$ cat src/rtl/lut_neuron_loader_pkg.sv
`default_nettype none
// +----------------------------------------------------------------------------+
// | Module      : lut_neuron_pkg                                               |
// | Description : Shared types and sizing for the runtime-loadable LUT neuron  |
// |               block: FSM state enum, default geometry, counter width.      |
// | Revision    : 1.0 - initial release                                        |
// +----------------------------------------------------------------------------+
package lut_neuron_pkg;

  localparam int FAN_IN_DEF      = 6;
  localparam int OUT_BITS_DEF    = 1;
  localparam int NUM_NEURONS_DEF = 4;

  localparam int DEPTH = 2 ** FAN_IN_DEF;
  localparam int TOTAL = NUM_NEURONS_DEF * DEPTH;
  localparam int CNT_W = $clog2(TOTAL);

  typedef enum logic [1:0] {
    EMPTY = 2'd0,
    LOAD  = 2'd1,
    READY = 2'd2
  } state_e;

  // Entry counter width for an arbitrary geometry; never below 1 bit.
  function automatic int cnt_width(input int fan_in, input int neurons);
    int total;
    total = neurons * (2 ** fan_in);
    return (total > 1) ? $clog2(total) : 1;
  endfunction

endpackage
`default_nettype wire

$ cat src/rtl/lut_neuron_loader_if.sv
`default_nettype none
// +----------------------------------------------------------------------------+
// | Module      : lut_neuron_loader_if                                         |
// | Description : Config stream and lookup bus of the LUT neuron loader.       |
// |               master = host/datapath side, slave = loader block.           |
// | Revision    : 1.0 - initial release                                        |
// +----------------------------------------------------------------------------+
interface lut_neuron_loader_if #(
  parameter int FAN_IN      = 6,
  parameter int OUT_BITS    = 1,
  parameter int NUM_NEURONS = 4
);

  logic                            cfg_start;
  logic                            cfg_valid;
  logic                            cfg_ready;
  logic [OUT_BITS-1:0]             cfg_data;
  logic                            cfg_last;
  logic                            loaded;
  logic                            cfg_err;
  logic                            in_valid;
  logic [NUM_NEURONS*FAN_IN-1:0]   in_addr;
  logic                            out_valid;
  logic [NUM_NEURONS*OUT_BITS-1:0] out_data;

  modport master (
    output cfg_start, cfg_valid, cfg_data, cfg_last, in_valid, in_addr,
    input  cfg_ready, loaded, cfg_err, out_valid, out_data
  );

  modport slave (
    input  cfg_start, cfg_valid, cfg_data, cfg_last, in_valid, in_addr,
    output cfg_ready, loaded, cfg_err, out_valid, out_data
  );

endinterface
`default_nettype wire

$ cat src/rtl/lut_neuron_loader_ram.sv
`default_nettype none
// +----------------------------------------------------------------------------+
// | Module      : lut_neuron_ram                                               |
// | Description : One neuron truth table: 2**ADDR_W x DATA_W distributed RAM,  |
// |               synchronous write, asynchronous read, no reset.              |
// | Revision    : 1.0 - initial release                                        |
// +----------------------------------------------------------------------------+
module lut_neuron_ram #(
  parameter int ADDR_W = 6,
  parameter int DATA_W = 1
) (
  input  logic              clk,
  input  logic              we,
  input  logic [ADDR_W-1:0] waddr,
  input  logic [DATA_W-1:0] wdata,
  input  logic [ADDR_W-1:0] raddr,
  output logic [DATA_W-1:0] rdata
);

  (* ram_style = "distributed" *) logic [DATA_W-1:0] mem_q [2**ADDR_W];

  // Table entry write; contents are only meaningful after a complete load.
  always_ff @(posedge clk) begin
    if (we) begin
      mem_q[waddr] <= wdata;
    end
  end

  assign rdata = mem_q[raddr];

endmodule
`default_nettype wire

$ cat src/rtl/lut_neuron_loader.sv
`default_nettype none
// +----------------------------------------------------------------------------+
// | Module      : lut_neuron_loader                                            |
// | Description : Streams a truth table into per-neuron RAMs, then serves      |
// |               registered lookups (M0 in -> M1 out one cycle later).        |
// | Revision    : 1.0 - initial release                                        |
// +----------------------------------------------------------------------------+
module lut_neuron_loader
  import lut_neuron_pkg::*;
#(
  parameter int FAN_IN      = FAN_IN_DEF,
  parameter int OUT_BITS    = OUT_BITS_DEF,
  parameter int NUM_NEURONS = NUM_NEURONS_DEF
) (
  input  logic                clk,
  input  logic                rst_n,
  lut_neuron_loader_if.slave  bus
);

  localparam int TBL_DEPTH = 2 ** FAN_IN;
  localparam int TBL_TOTAL = NUM_NEURONS * TBL_DEPTH;
  localparam int TBL_CNT_W = cnt_width(FAN_IN, NUM_NEURONS);
  localparam int DW        = NUM_NEURONS * OUT_BITS;

  state_e                 state_q, state_d;
  logic [TBL_CNT_W-1:0]   cnt_q, cnt_d;
  logic                   loaded_q, loaded_d;
  logic                   cfg_err_q, cfg_err_d;
  logic                   out_valid_q, out_valid_d;
  logic [DW-1:0]          out_data_q, out_data_d;

  logic                   w_cfg_ready;
  logic                   w_accept;
  logic                   w_last_entry;
  logic [DW-1:0]          w_rd_data;

  // A restart request takes priority over any entry offered in the same cycle.
  assign w_cfg_ready  = (state_q == LOAD) && !bus.cfg_start;
  assign w_accept     = bus.cfg_valid && w_cfg_ready;
  assign w_last_entry = (cnt_q == TBL_CNT_W'(TBL_TOTAL - 1));

  // Counter upper bits select the neuron, lower FAN_IN bits the table address.
  for (genvar n = 0; n < NUM_NEURONS; n++) begin : g_neuron
    logic w_we;
    assign w_we = w_accept && ((cnt_q >> FAN_IN) == TBL_CNT_W'(n));

    lut_neuron_ram #(
      .ADDR_W (FAN_IN),
      .DATA_W (OUT_BITS)
    ) u_ram (
      .clk   (clk),
      .we    (w_we),
      .waddr (cnt_q[FAN_IN-1:0]),
      .wdata (bus.cfg_data),
      .raddr (bus.in_addr[n*FAN_IN +: FAN_IN]),
      .rdata (w_rd_data[n*OUT_BITS +: OUT_BITS])
    );
  end

  // Next-state: load sequencing, cfg_last position check, and lookup capture.
  always_comb begin
    state_d     = state_q;
    cnt_d       = cnt_q;
    loaded_d    = loaded_q;
    cfg_err_d   = cfg_err_q;
    out_valid_d = 1'b0;
    out_data_d  = out_data_q;

    // Lookups read the table as it stands this cycle, so a reload request
    // arriving together with a lookup still returns the old contents.
    if (state_q == READY && bus.in_valid) begin
      out_valid_d = 1'b1;
      out_data_d  = w_rd_data;
    end

    if (bus.cfg_start) begin
      state_d   = LOAD;
      cnt_d     = '0;
      loaded_d  = 1'b0;
      cfg_err_d = 1'b0;
    end else if (w_accept) begin
      if (w_last_entry && bus.cfg_last) begin
        state_d  = READY;
        loaded_d = 1'b1;
      end else if (w_last_entry || bus.cfg_last) begin
        // Misplaced or missing end marker: the table is incomplete.
        state_d   = EMPTY;
        cfg_err_d = 1'b1;
        cnt_d     = '0;
      end else begin
        cnt_d = cnt_q + TBL_CNT_W'(1);
      end
    end
  end

  // State and output registers; asynchronous reset forces a full reload.
  always_ff @(posedge clk or negedge rst_n) begin
    if (!rst_n) begin
      state_q     <= EMPTY;
      cnt_q       <= '0;
      loaded_q    <= 1'b0;
      cfg_err_q   <= 1'b0;
      out_valid_q <= 1'b0;
      out_data_q  <= '0;
    end else begin
      state_q     <= state_d;
      cnt_q       <= cnt_d;
      loaded_q    <= loaded_d;
      cfg_err_q   <= cfg_err_d;
      out_valid_q <= out_valid_d;
      out_data_q  <= out_data_d;
    end
  end

  assign bus.cfg_ready = w_cfg_ready;
  assign bus.loaded    = loaded_q;
  assign bus.cfg_err   = cfg_err_q;
  assign bus.out_valid = out_valid_q;
  assign bus.out_data  = out_data_q;

endmodule
`default_nettype wire
$ cat src/flat_wrapper.sv
// flat-port wrapper written by rule: the top's interface ports become plain ports
module lut_neuron_loader_flat import lut_neuron_pkg::*;
#(
  parameter int FAN_IN      = FAN_IN_DEF,
  parameter int OUT_BITS    = OUT_BITS_DEF,
  parameter int NUM_NEURONS = NUM_NEURONS_DEF
)
  (clk, rst_n, bus_cfg_start, bus_cfg_valid, bus_cfg_data, bus_cfg_last, bus_in_valid, bus_in_addr, bus_cfg_ready, bus_loaded, bus_cfg_err, bus_out_valid, bus_out_data);
  lut_neuron_loader_if #(.FAN_IN(FAN_IN), .OUT_BITS(OUT_BITS), .NUM_NEURONS(NUM_NEURONS)) bus_i ();
  input  logic clk;
  input  logic rst_n;
  input wire logic [$bits(bus_i.cfg_start)-1:0] bus_cfg_start;
  input wire logic [$bits(bus_i.cfg_valid)-1:0] bus_cfg_valid;
  input wire logic [$bits(bus_i.cfg_data)-1:0] bus_cfg_data;
  input wire logic [$bits(bus_i.cfg_last)-1:0] bus_cfg_last;
  input wire logic [$bits(bus_i.in_valid)-1:0] bus_in_valid;
  input wire logic [$bits(bus_i.in_addr)-1:0] bus_in_addr;
  output wire logic [$bits(bus_i.cfg_ready)-1:0] bus_cfg_ready;
  output wire logic [$bits(bus_i.loaded)-1:0] bus_loaded;
  output wire logic [$bits(bus_i.cfg_err)-1:0] bus_cfg_err;
  output wire logic [$bits(bus_i.out_valid)-1:0] bus_out_valid;
  output wire logic [$bits(bus_i.out_data)-1:0] bus_out_data;
  assign bus_i.cfg_start = bus_cfg_start;
  assign bus_i.cfg_valid = bus_cfg_valid;
  assign bus_i.cfg_data = bus_cfg_data;
  assign bus_i.cfg_last = bus_cfg_last;
  assign bus_i.in_valid = bus_in_valid;
  assign bus_i.in_addr = bus_in_addr;
  assign bus_cfg_ready = bus_i.cfg_ready;
  assign bus_loaded = bus_i.loaded;
  assign bus_cfg_err = bus_i.cfg_err;
  assign bus_out_valid = bus_i.out_valid;
  assign bus_out_data = bus_i.out_data;
  lut_neuron_loader #(.FAN_IN(FAN_IN), .OUT_BITS(OUT_BITS), .NUM_NEURONS(NUM_NEURONS)) u_core (.clk(clk), .rst_n(rst_n), .bus(bus_i));
endmodule
$ cat config.mk
export PLATFORM = sky130hd
export DESIGN_NAME = lut_neuron_loader_flat
export DESIGN_NICKNAME = d
export VERILOG_FILES = /design/src/rtl/lut_neuron_loader_pkg.sv /design/src/rtl/lut_neuron_loader_if.sv /design/src/rtl/lut_neuron_loader_ram.sv /design/src/rtl/lut_neuron_loader.sv /design/src/flat_wrapper.sv
export SDC_FILE = /design/constraint.sdc
export NUM_CORES = 1
export LEC_CHECK = 0
export ABC_CLOCK_PERIOD_IN_PS = 2200
export BUFFER_PORTS_ARGS = -buffer_cell sky130_fd_sc_hd__buf_2
export CAP_MARGIN = 20
export CORE_AREA = 5 5 172 174
export DETAILED_ROUTE_END_ITERATION = 6
export DIE_AREA = 0 0 177 179
export GPL_TIMING_DRIVEN = 1
export SLEW_MARGIN = 20
export SYNTH_ARGS = -nofsm -noshare
export SYNTH_HDL_FRONTEND = slang
export SYNTH_SLANG_ARGS = --single-unit
$ cat constraint.sdc
create_clock -name clk -period 2.2 [get_ports clk]
set_input_delay 0.44 -clock clk [delete_from_list [all_inputs] [get_ports clk]]
set_output_delay 0.44 -clock clk [all_outputs]
set_load 0.05 [all_outputs]
==> reports/qor.yml <==
synthesis:
  ys_top_cells_by_area: "edfxtp_1 63%, mux4_2 11%, nor2_1 8.3%"
  syn_nets: 921
  synth-main-ff-cell: "edfxtp_1"
  synth_most_common_cell: "nor2_1"
  synth.top_cell.area_share: 0.627
  ys_async_sr_fraction: 0.0623
  synth_cells: 889
  synth-seq-cells: 273
  postSynthAreaPerCell_um2: 13.8
  yosys.area.top_type: "edfxtp_1"
  synth_edf_count: 256
  synth.cell_area_mm2: 0.0123
  synth-seq-area-share: 0.662
  synth_cell_types: 42
  synth_commonest_cells: "272 x nor2_1, 256 x edfxtp_1, 82 x nand2_1, 62 x mux4_2"
  ys_warn_count: 0
die:
  die_y_um: 179
  core_mm2: 0.0276
  rows: 61
  fp.dieArea_mm2: 0.0317
  pin_count: 39
  dieWidth_um: 177
  initial_core_util: 0.443
route:
  wire_per_inst_um: 22.7
  totalWireLength_um: 30700
  drt.antenna.violating_nets: 0
  drc: 0
  vias: 7559
  drtIter0Drc: 935
  drt_pass1_iterations: 5
  via_per_inst: 5.59
cells_and_area:
  multiInputGateArea_mm2: 0.00380
  final_nets: 983
  drive_gt1_frac: 0.217
  regArea_mm2: 0.00811
  n_fill_cell: 2420
  n_antenna_cell: 0
  finish.utilization: 0.514
  syn2layout_area_growth_pct: 16.0
worst_setup_path:
  path_class: "reg -> reg"
  r2r-start: "u_core.cnt_q[2]"
  cp.arrival_ns: 2.14
  ff2ff_path_depth: 3
  cp-start-kind: "register"
  worst-path-max-fanout: 12
  cp-startpoint: "u_core.cnt_q[2]"
  crit_required_ns: 2.45
  end_kind: "register"
clocking:
  postCtsHoldBufs: 1
  cts_resized: 0
  cts_setup_buffers: 0
  clockBufferDepth: 3
  cts_tree: "yes"
  clkSlewWorstSetupHoldPaths_ns: 0.06
  clk_latency_ns: 0.55
  clock-root-buffer: "clkbuf_16"
  cts_buffers: 30
  cts.sinks: 273
  htree_levels: 1
placed_design:
  place.gp.congestion: 0.815
  pre_cts_ws_ns: -0.0630
  dpl.hpwl_um: 20400
  io_buffers: 38
timing:
  rsz0062_at_grt: "no"
  worstMarginPinSlew_ns: 0.513
  hold_violations: 0
  setup_ws_ns: 0.303
  maxSlewHeadroom: 0.658
  final-max-slew-violation-count: 0
  fmax_mhz: 527
  finalSetupViolations: 0
  finalCritPeriodShare: 0.862
  fin_crit_ns: 1.90
  fin_worst_skew_ns: 0.00621
global_routing:
  grt_pass1_vias: 7533
  grt_pass1_wl_um: 46100
  grt_max_degree: 80
  overflow: 0
  grt_usage: 0.195
  antenna_found_initial: 0
pwr:
  p_sw_frac: 0.207
  power_frac_comb: 0.056
  internal-power_uw: 8980
  leakagePower_uw: 0.00453
  p_clk_frac: 0.443
  ir_drop_mv: 0.561
  p_switching_uw: 2350
  p_per_area_mw_per_mm2: 798
  p_seq_frac: 0.501
hold_path:
  min-delay-start: "bus_cfg_start"
  hold_depth: 2
  hp-class: "in -> reg"
job:
  cap_violations: 0
run_status:
  outcome: "finished, final reports clean"
-- worst max-delay path, stage by stage, from the launching register on --
cell and delay (ns):
dfrtp_1 0.56, and3b_1 0.53, nand2_1 0.31, nor2_1 0.20
-- flip-flops by register name, summed over array words and instances (netlist names) --
register and cells:
u_core.state_q 2, u_core.g_neuron.u_ram.mem_q 256, u_core.bus.out_valid 1, u_core.bus.loaded 1
u_core.cnt_q 8, u_core.bus.out_data 4, u_core.bus.cfg_err 1
-- power by group through the flow --
| stage | registers [µW] | clock network [µW] | logic [µW] |
|---|---|---|---|
| after floorplan | 5800 | 0 | 318 |
| after global placement | 5790 | 0 | 633 |
| after detailed placement | 5790 | 0 | 637 |
| after CTS | 5680 | 5090 | 639 |
| after global routing | 5680 | 5310 | 676 |
| final | 5680 | 5020 | 631 |
-- placed cells by master (no fill, tap or decap), types with 4 or more instances in the layout --
cell,count
a211oi_1,4
a21oi_1,10
a22oi_1,4
buf_12,15
buf_2,37
buf_4,41
bufinv_16,4
clkbuf_1,8
clkbuf_16,31
clkinv_1,6
dfrtp_1,17
edfxtp_1,256
inv_1,6
mux2_2,5
mux2i_1,30
mux4_2,62
nand2_1,82
nand3_1,9
nand3b_1,4
nor2_1,272
nor3_1,8
nor3b_1,8
nor4bb_1,4
o211a_1,4
o32ai_1,4
xnor2_1,6
-- stage by stage --
step | std cells | hold WS [ns] | area [µm²] | setup TNS [ns] | power (µW)
2_1_floorplan | 889 | 0.144 | 12300 | 0 | 6120
3_3_place_gp | 1296 | 0.418 | 13200 | -0.0587 | 6420
3_5_place_dp | 1296 | 0.421 | 13200 | -0.0707 | 6430
4_1_cts | 1352 | 0.118 | 14200 | 0 | 11400
5_1_grt | 1352 | 0.141 | 14200 | 0 | 11700
6_report | 1352 | 0.133 | 14200 | 0 | 11300
-- final timing paths --
kind / endpoint / slack (ns)
worst max-delay path: u_core.g_neuron[2].u_ram.mem_q[46] / 0.30
worst min-delay path: u_core.bus.loaded / 0.13
worst max register to register: u_core.g_neuron[2].u_ram.mem_q[46] / 0.30
worst min register to register: u_core.bus.cfg_err / 0.49
max in group asynchronous: u_core.bus.out_data[3] / 1.47
min in group asynchronous: u_core.bus.cfg_err / 0.39
-- cells by family (layout without fill, tap and decap cells) --
family	after synthesis	count (layout)	share of synthesized area
adders and majority gates	1	1	0.00102
and+or+nand+nor	405	405	0.139
AOI/OAI and AO/OA	35	35	0.0223
xor gates and xnor gates	6	6	0.00429
buffers and inverters	72	157	0.0286
DFF	273	273	0.662
muxes	97	97	0.143
-- final cells by class --
| class | instances | area share |
|---|---|---|
| clock buffer | 39 | 0.0567 |
| clock inverter | 16 | 0.0129 |
| inverter | 7 | 0.00185 |
| multi-input combinational | 544 | 0.267 |
| sequential | 273 | 0.571 |
| tap | 378 | 0.0333 |
| timing repair buffer | 95 | 0.0573 |
-- layer usage --
metal | global-route usage | up-vias | part of all wire | wire length [µm]
met5 | 0 | - | 0 | 0
met4 | 0.0403 | 0 | 0.023 | 702
met3 | 0.0274 | 44 | 0.067 | 2050
met2 | 0.321 | 282 | 0.48 | 14700
met1 | 0.281 | 3862 | 0.43 | 13200
li1 | - | 3371 | - | -
Power figures use the tool's default switching activity.
